==> config.mk <==
export PLATFORM = sky130hd
export DESIGN_NAME = global_regfile_param
export DESIGN_NICKNAME = d
export VERILOG_FILES = /design/src/rtl/regfile_pkg.sv /design/src/rtl/regfile_read_port.sv /design/src/rtl/global_regfile_param.sv
export SDC_FILE = /design/constraint.sdc
export NUM_CORES = 1
export LEC_CHECK = 0
export ABC_CLOCK_PERIOD_IN_PS = 6000
export CELL_PAD_IN_SITES_DETAIL_PLACEMENT = 1
export CELL_PAD_IN_SITES_GLOBAL_PLACEMENT = 2
export CORE_MARGIN = 5
export CORE_UTILIZATION = 36
export DETAILED_ROUTE_END_ITERATION = 12
export PLACE_DENSITY = 0.92
export REMOVE_ABC_BUFFERS = 1
export SYNTH_ARGS = -nofsm -noshare
export SYNTH_HDL_FRONTEND = slang
export SYNTH_SLANG_ARGS = --single-unit
==> constraint.sdc <==
create_clock -name Clk -period 6 [get_ports Clk]
set_clock_uncertainty 0.15 [all_clocks]
set_input_delay 1.8 -clock Clk [delete_from_list [all_inputs] [get_ports Clk]]
set_output_delay 1.8 -clock Clk [all_outputs]
set_load 0.02 [all_outputs]
==> src/rtl/regfile_pkg.sv <==
// Shared defaults and the address qualification helper for the global register bank.
package regfile_pkg;

    localparam int unsigned DefWidth = 32;
    localparam int unsigned DefDepth = 8;

    // An address selects real storage only when it is in range and is not a hardwired r0.
    function automatic logic addr_ok(input int unsigned addr, input int unsigned depth,
                                     input logic zero_r0);
        return (addr < depth) && !(zero_r0 && (addr == 0));
    endfunction

endpackage

==> src/rtl/regfile_read_port.sv <==
// One read port: address mux, write-to-read bypass, pend lookup and optional output register.
module regfile_read_port
    import regfile_pkg::*;
#(
    parameter int unsigned WIDTH    = DefWidth,
    parameter int unsigned DEPTH    = DefDepth,
    parameter int unsigned ZERO_R0  = 1,
    parameter int unsigned BYPASS   = 1,
    parameter int unsigned READ_REG = 0
) (
    input  logic                       clk_i,
    input  logic                       clr_ni,
    input  logic [$clog2(DEPTH)-1:0]   ra_i,
    input  logic [WIDTH-1:0]           regs_i [DEPTH],
    input  logic [DEPTH-1:0]           pend_i,
    input  logic                       we_ok_i,
    input  logic [$clog2(DEPTH)-1:0]   wa_i,
    input  logic [WIDTH-1:0]           wd_i,
    input  logic                       set_ok_i,
    input  logic [$clog2(DEPTH)-1:0]   pa_i,
    output logic [WIDTH-1:0]           data_o,
    output logic                       pend_o
);

    logic [WIDTH-1:0] data_d;
    logic             pend_d;

    // Combinational read value, with the in-flight write forwarded when enabled.
    always_comb begin
        data_d = '0;
        pend_d = 1'b0;
        if (addr_ok(32'(ra_i), DEPTH, ZERO_R0 != 0)) begin
            data_d = regs_i[ra_i];
            pend_d = pend_i[ra_i];
            // we_ok_i already implies a valid WA, so a match implies a valid RA too.
            if ((BYPASS != 0) && we_ok_i && (wa_i == ra_i)) begin
                data_d = wd_i;
                pend_d = set_ok_i && (pa_i == ra_i);
            end
        end
    end

    if (READ_REG != 0) begin : g_reg
        logic [WIDTH-1:0] data_q;
        logic             pend_q;

        // Output register: outputs in cycle n+1 reflect the read evaluated in cycle n.
        always_ff @(posedge clk_i) begin
            if (!clr_ni) begin
                data_q <= '0;
                pend_q <= 1'b0;
            end else begin
                data_q <= data_d;
                pend_q <= pend_d;
            end
        end

        assign data_o = data_q;
        assign pend_o = pend_q;
    end else begin : g_comb
        logic unused_clk;
        assign unused_clk = clk_i ^ clr_ni;
        assign data_o     = data_d;
        assign pend_o     = pend_d;
    end

endmodule

==> src/rtl/global_regfile_param.sv <==
// Global register bank: storage, pending scoreboard and write decode, with two read ports.
module global_regfile_param
    import regfile_pkg::*;
#(
    parameter int unsigned WIDTH    = DefWidth,
    parameter int unsigned DEPTH    = DefDepth,
    parameter int unsigned ZERO_R0  = 1,
    parameter int unsigned BYPASS   = 1,
    parameter int unsigned READ_REG = 0
) (
    input  logic                       Clk,
    input  logic                       Clr,
    input  logic                       WE,
    input  logic [$clog2(DEPTH)-1:0]   WA,
    input  logic [WIDTH-1:0]           WD,
    input  logic [$clog2(DEPTH)-1:0]   RA,
    input  logic [$clog2(DEPTH)-1:0]   RB,
    input  logic                       Set_pend,
    input  logic [$clog2(DEPTH)-1:0]   PA,
    output logic [WIDTH-1:0]           Aout,
    output logic [WIDTH-1:0]           Bout,
    output logic                       A_pend,
    output logic                       B_pend
);

    logic [WIDTH-1:0] regs_q [DEPTH];
    logic [WIDTH-1:0] regs_d [DEPTH];
    logic [DEPTH-1:0] pend_q;
    logic [DEPTH-1:0] pend_d;
    logic             we_ok;
    logic             set_ok;

    assign we_ok  = WE && addr_ok(32'(WA), DEPTH, ZERO_R0 != 0);
    assign set_ok = Set_pend && addr_ok(32'(PA), DEPTH, ZERO_R0 != 0);

    // Next state: reset clears everything; a write clears pend, a same-address set wins.
    always_comb begin
        regs_d = regs_q;
        pend_d = pend_q;
        if (!Clr) begin
            for (int i = 0; i < int'(DEPTH); i++) begin
                regs_d[i] = '0;
            end
            pend_d = '0;
        end else begin
            if (we_ok) begin
                regs_d[WA] = WD;
                pend_d[WA] = 1'b0;
            end
            if (set_ok) begin
                pend_d[PA] = 1'b1;
            end
        end
    end

    // State register for storage and scoreboard.
    always_ff @(posedge Clk) begin
        regs_q <= regs_d;
        pend_q <= pend_d;
    end

    regfile_read_port #(
        .WIDTH    (WIDTH),
        .DEPTH    (DEPTH),
        .ZERO_R0  (ZERO_R0),
        .BYPASS   (BYPASS),
        .READ_REG (READ_REG)
    ) u_port_a (
        .clk_i    (Clk),
        .clr_ni   (Clr),
        .ra_i     (RA),
        .regs_i   (regs_q),
        .pend_i   (pend_q),
        .we_ok_i  (we_ok),
        .wa_i     (WA),
        .wd_i     (WD),
        .set_ok_i (set_ok),
        .pa_i     (PA),
        .data_o   (Aout),
        .pend_o   (A_pend)
    );

    regfile_read_port #(
        .WIDTH    (WIDTH),
        .DEPTH    (DEPTH),
        .ZERO_R0  (ZERO_R0),
        .BYPASS   (BYPASS),
        .READ_REG (READ_REG)
    ) u_port_b (
        .clk_i    (Clk),
        .clr_ni   (Clr),
        .ra_i     (RB),
        .regs_i   (regs_q),
        .pend_i   (pend_q),
        .we_ok_i  (we_ok),
        .wa_i     (WA),
        .wd_i     (WD),
        .set_ok_i (set_ok),
        .pa_i     (PA),
        .data_o   (Bout),
        .pend_o   (B_pend)
    );

endmodule

# Word level (Yosys, flattened, before mapping)
# Cells that the tools add are included.
# totals
in_bits	48
out_inout_bits	66
register_bits	264
# classes
n_lt_le_gt_ge	10
mux	28
n_eq_ne	4
bitwise_logic	6
n_reduce_logical	15
# ops
operator	n
$mux 32	9
$bwmux 256	1
$bmux 32 s3	2
$demux 32 s3	1
$mux 8	3
$lt 3x4->1 const B	4
$eq 3x3->1	4
$ge 4x4->1 const B	3
$logic_not 3->1	4
$not 3->4	3
$logic_and 1x1->1	9
$and 8x8->8	1
$mux 1	8
$not 8->8	1
$or 8x8->8	1
$bmux 1 s3	2
$demux 1 s3	2
$ge 3x1->1 const B	2
$lt 4x1->1 const B	1
$logic_not 1->1	2

# Logic depth before layout (Yosys ltp)
# logic_depth
depth_word	10
depth_mapped	10
mapped_depth_nobuf	5

# Modules after synthesis
# Synthesis repeated with hierarchy kept, for this count alone.
# hier_totals
hier_cells	1568
hier_area_um2	14003.4
# by_module_without_submodules
mod	cells_per_inst	seq_area_each_um2	instances	area_per_inst_um2
global_regfile_param	864	5285.1	1	9251.4
regfile_read_port	352	0.0	2	2376.0

# Worst setup path before layout
# OpenSTA, ideal clock, no wires.
# synth_timing
kind	input to output
startpoint	in RB[0]
endpoint	out Bout[12]
required_time_ps	4050
arrival_ps	3535
slack_ps	515
cell_stages	9
n_path_buf	4
path_cell_list	buf_4 xnor2_1 nand3_2 a211oi_2 buf_6 buf_6 buf_6 a211oi_1 nor4_1
# synth_via
elab_chain_len	6
# synth_lines
element	line	source
start, declared	global_regfile_param.sv:17	input logic [$clog2(DEPTH)-1:0] RB,
$not 3->4 (not written as such)	regfile_read_port.sv:33	data_d = regs_i[ra_i];
$bmux 32 s3	regfile_read_port.sv:33	
$mux 32 (not written as such) (2 in series)	regfile_read_port.sv:33	
$mux 32	regfile_read_port.sv:36	if ((BYPASS != 0) && we_ok_i && (wa_i == ra_i)) begin
$mux 32 (*)	regfile_read_port.sv:32	if (addr_ok(32'(ra_i), DEPTH, ZERO_R0 != 0)) begin
end, declared	global_regfile_param.sv:21	output logic [WIDTH-1:0] Bout,
# Every way passes the cells marked *; elsewhere a longest branch is shown, timed or not. The select of a mux whose other input is x is not followed.

# Final worst setup path
# layout_timing
startpoint	in WA[0]
endpoint	out Aout[20]
# layout_via
elab_chain_len	6
# layout_lines
element	line	source
start, declared	global_regfile_param.sv:14	input logic [$clog2(DEPTH)-1:0] WA,
$logic_not 3->1	regfile_pkg.sv:10	return (addr < depth) && !(zero_r0 && (addr == 0));
$logic_not 1->1	regfile_pkg.sv:10	
$logic_and 1x1->1	global_regfile_param.sv:33	assign we_ok = WE && addr_ok(32'(WA), DEPTH, ZERO_R0 != 0);
$logic_and 1x1->1 (*)	regfile_read_port.sv:36	
$mux 32 (*)	regfile_read_port.sv:36	
$mux 32 (*)	regfile_read_port.sv:32	
end, declared	global_regfile_param.sv:20	output logic [WIDTH-1:0] Aout,
# Every way passes the cells marked *; elsewhere a longest branch is shown, timed or not.

==> results.md <==
- Crit path top cell by count: buf_4
- RSZ-0062 raised after global routing: false
- Count of final setup violators: 0
- Peak VDD IR: 189 uV
- Max-Cap Viols: 0
- Worst path cell trace: clkdlybuf4s50_1, buf_6, xnor2_1, nand3_1, a211oi_4, buf_4, buf_12, or4_4, a21oi_2, buf_4, buf_4
- Critical path peak fanout: 10
- Most common cell in the netlist: nand2_1
- Layout net count: 1925
- Post-synth EDFFs: 0
- Vias in the first global route: 14700
- Commonest cells post-synth: nand2_1 (561), dfxtp_1 (232), a21boi_0 (179)
- Sequential Area: 0.00464 sq mm
- Hold Buf Count CTS: 0
- Leak: 0.00567 uW
- Max Fclk: 0.168 GHz
- Initial DRT Pass Iterations: 7
- Post-Synth Simple-Gate Area: 0.269
- WS Path Type: in -> out
- Clock tree sinks: 232
- Placer Congestion: 0.836
- Core area: 0.0357 sq mm
- Largest family of logic cells by synthesized area: compound AO/OA/AOI/OAI gates
- Post-synthesis xor/xnor area fraction: 0.00672
- CTS buffer count: 27
- GRT Residual Overflow: 0
- Pin count of the biggest net entering global routing: 102
- Iteration-0 DRC Markers: 1246
- Ant diodes: 0
- Rel. slew slack: 0.224
- Slowest cell on the critical path: or4_4
- Die height: 200 um
- Mux contribution to synthesized area: 0.0304
- Initial antenna violation count: 1
- Worst endpoint required time: 4.05 ns
- Post-Syn Area per Cell: 7.30 sq um
- Wirelength per Cell: 23.6 um
- Seq cells post-synth: 232
- Synth area leader: dfxtp_1
- Actual slew at the worst max-slew pin: 1.16 ns
- Multi-input gate area: 0.00758 sq mm
- Sequential fraction of the synthesis area: 0.356
- Drt drc: 0
- Initial core utilization: 0.366
- Row count: 69
- Distinct cell type count after synthesis: 52
- Drt total wl: 55600 um
- Critical Path Source: WA[0]
- Layout area overhead: 22.7%
- Fillcell total: 4369
- Clk_lat worst skew: 0.54 ns
- Part of the cycle the worst path needs: 0.992
- H-tree depth: 1
- CP arrival: 4.00 ns
- CP Launch Type: primary input
- Clock transition at path regs: 0.05 ns
- Hold crit path type: reg -> reg
- PortBufs: 113
- CP Capture Type: output pin
- Setup TNS: 0 ns
- Post-Syn Instances: 1786
- Tot GR Track Use: 0.264
- I/O Pins: 114
- Compound-cell area share of the yosys netlist: 0.271
- ANT nets after route: 0
- Share of Yosys cell area claimed by the top area cell type: 0.356
- First-pass GRT wire length: 85500 um
- DIE AREA: 0.0401 sq mm
- Final HPWL DP: 36200 um
- Register-to-register setup slack: 5.04 ns
- Die Wd: 200 um
- Share of layout cells above drive strength 1: 0.149
- Vias post-DR: 14100
- Cell Area, Synth: 0.0130 sq mm
- Reg-to-Reg End: regs_q[202]$_SDFFE_PN0P_
- Root Driver: clkbuf_16
- Reg-to-reg critical path startpoint: regs_q[202]$_SDFFE_PN0P_
- Slew Limit Fails: 0
- Main synth FF type: dfxtp_1
- Yosys Warn Count: 0
- Dpl cell area: 0.0152 sq mm
- Drt via density: 5.98
- Worst r2r path cells: 2
- Hold Vio Cnt, Final: 0
- Top cells by area, synth: dfxtp_1 (36%), nand2_1 (16%), a21boi_0 (10%), clkbuf_1 (4.0%), o22ai_1 (3.6%)
- Max clock buf depth: 3
- Slowest stage delay, CP: 0.53 ns
- Hold slack final: 0.321 ns
- Design Area, Final: 0.0160 sq mm
- Critical Path End: Aout[20]
- Synth Area in Adders: 0
- Status: finished clean
- CTS tree: built
- Crit path time final: 5.95 ns
- Cell Pwr Density: 253 mW/mm^2
- Async set-or-reset flop fraction in the synthesized netlist: 0
==> placed cells by master (no fill, tap or decap), drive strengths merged, types with 32 or more instances in the layout <==
cell,instances
nor2,48
a21oi,63
nor3,69
a21boi,225
o21ai,32
and2,34
o22ai,76
a211oi,47
o221ai,40
dfxtp,232
nand2,561
or4,36
clkdlybuf4s50,38
clkbuf,69
buf,171
==> worst max-delay path: cells and delay by family <==
| kind | cells | cell delay, ns |
|---|---|---|
| compound gates | 2 | 0.26 |
| xor+xnor | 1 | 0.12 |
| buf+inv | 6 | 1.19 |
| simple gates | 2 | 0.65 |
==> how the worst min path moves through the flow <==
stage | to | depth (start not counted) | from | slack, ns
finish | regs_q[66]$_SDFFE_PN0P_ | 2 | regs_q[66]$_SDFFE_PN0P_ | 0.32
floorplan | pend_q[0]$_SDFF_PN0_ | 1 | pend_q[0]$_SDFF_PN0_ | 0.27
global route | regs_q[206]$_SDFFE_PN0P_ | 2 | regs_q[206]$_SDFFE_PN0P_ | 0.35
global placement | pend_q[0]$_SDFF_PN0_ | 1 | pend_q[0]$_SDFF_PN0_ | 0.29
detailed placement | pend_q[0]$_SDFF_PN0_ | 1 | pend_q[0]$_SDFF_PN0_ | 0.30
CTS | regs_q[66]$_SDFFE_PN0P_ | 2 | regs_q[66]$_SDFFE_PN0P_ | 0.32
==> repair_timing <==
item	4_1_cts	5_1_grt
buffers inserted	6	0
endpoints found under the setup margin	66	55
resized for setup	137	90
gates cloned	1	0
pin swaps	4	5
==> through the flow <==
step,instances,utilization,worst slack [ns],total power (uW)
after floorplan,1590,-,-1.19,1940
after global placement,2302,0.427,-0.509,2370
after detailed placement,2302,0.427,-0.546,2380
after CTS,2356,0.454,0.000408,4060
after global routing,2356,0.449,0.000976,4170
final,2356,0.449,0.0479,4050
==> state kept, by name, summed over array words and instances, names as in the netlist <==
name / flops
regs_q: 224
pend_q: 8
==> layer usage <==
metal	vias to the layer above	wire [um]	GRT usage
met5	-	7	0
met4	2	1820	0.0887
met3	125	3940	0.0385
met2	576	25900	0.444
met1	7050	24000	0.348
li1	6342	-	-
==> where the power goes <==
part / leakage (uW) / internal [uW] / switching (uW) / total, uW
clock: 0.000448 / 1040 / 683 / 1720
sequential: 0.00188 / 1570 / 27.1 / 1600
combinational: 0.00335 / 285 / 444 / 729
==> kinds of logic (layout without fill, tap and decap cells) <==
kind of cell	after synthesis	in the layout
muxes	33	33
xor gates and xnor gates	10	10
and+or+nand+nor	808	808
buffers and inverters	200	309
AOI/OAI and AO/OA	503	503
DFF	232	232
==> cell type report <==
| class | instances | share of cell area |
|---|---|---|
| clock buffers | 40 | 0.0496 |
| inverters | 4 | 0.000938 |
| flip-flops and latches | 232 | 0.290 |
| repair buffers | 258 | 0.142 |
| multi-input cells | 1354 | 0.474 |
| clock inverters | 7 | 0.00688 |
| well taps | 461 | 0.0360 |
Power figures use the tool's default switching activity.
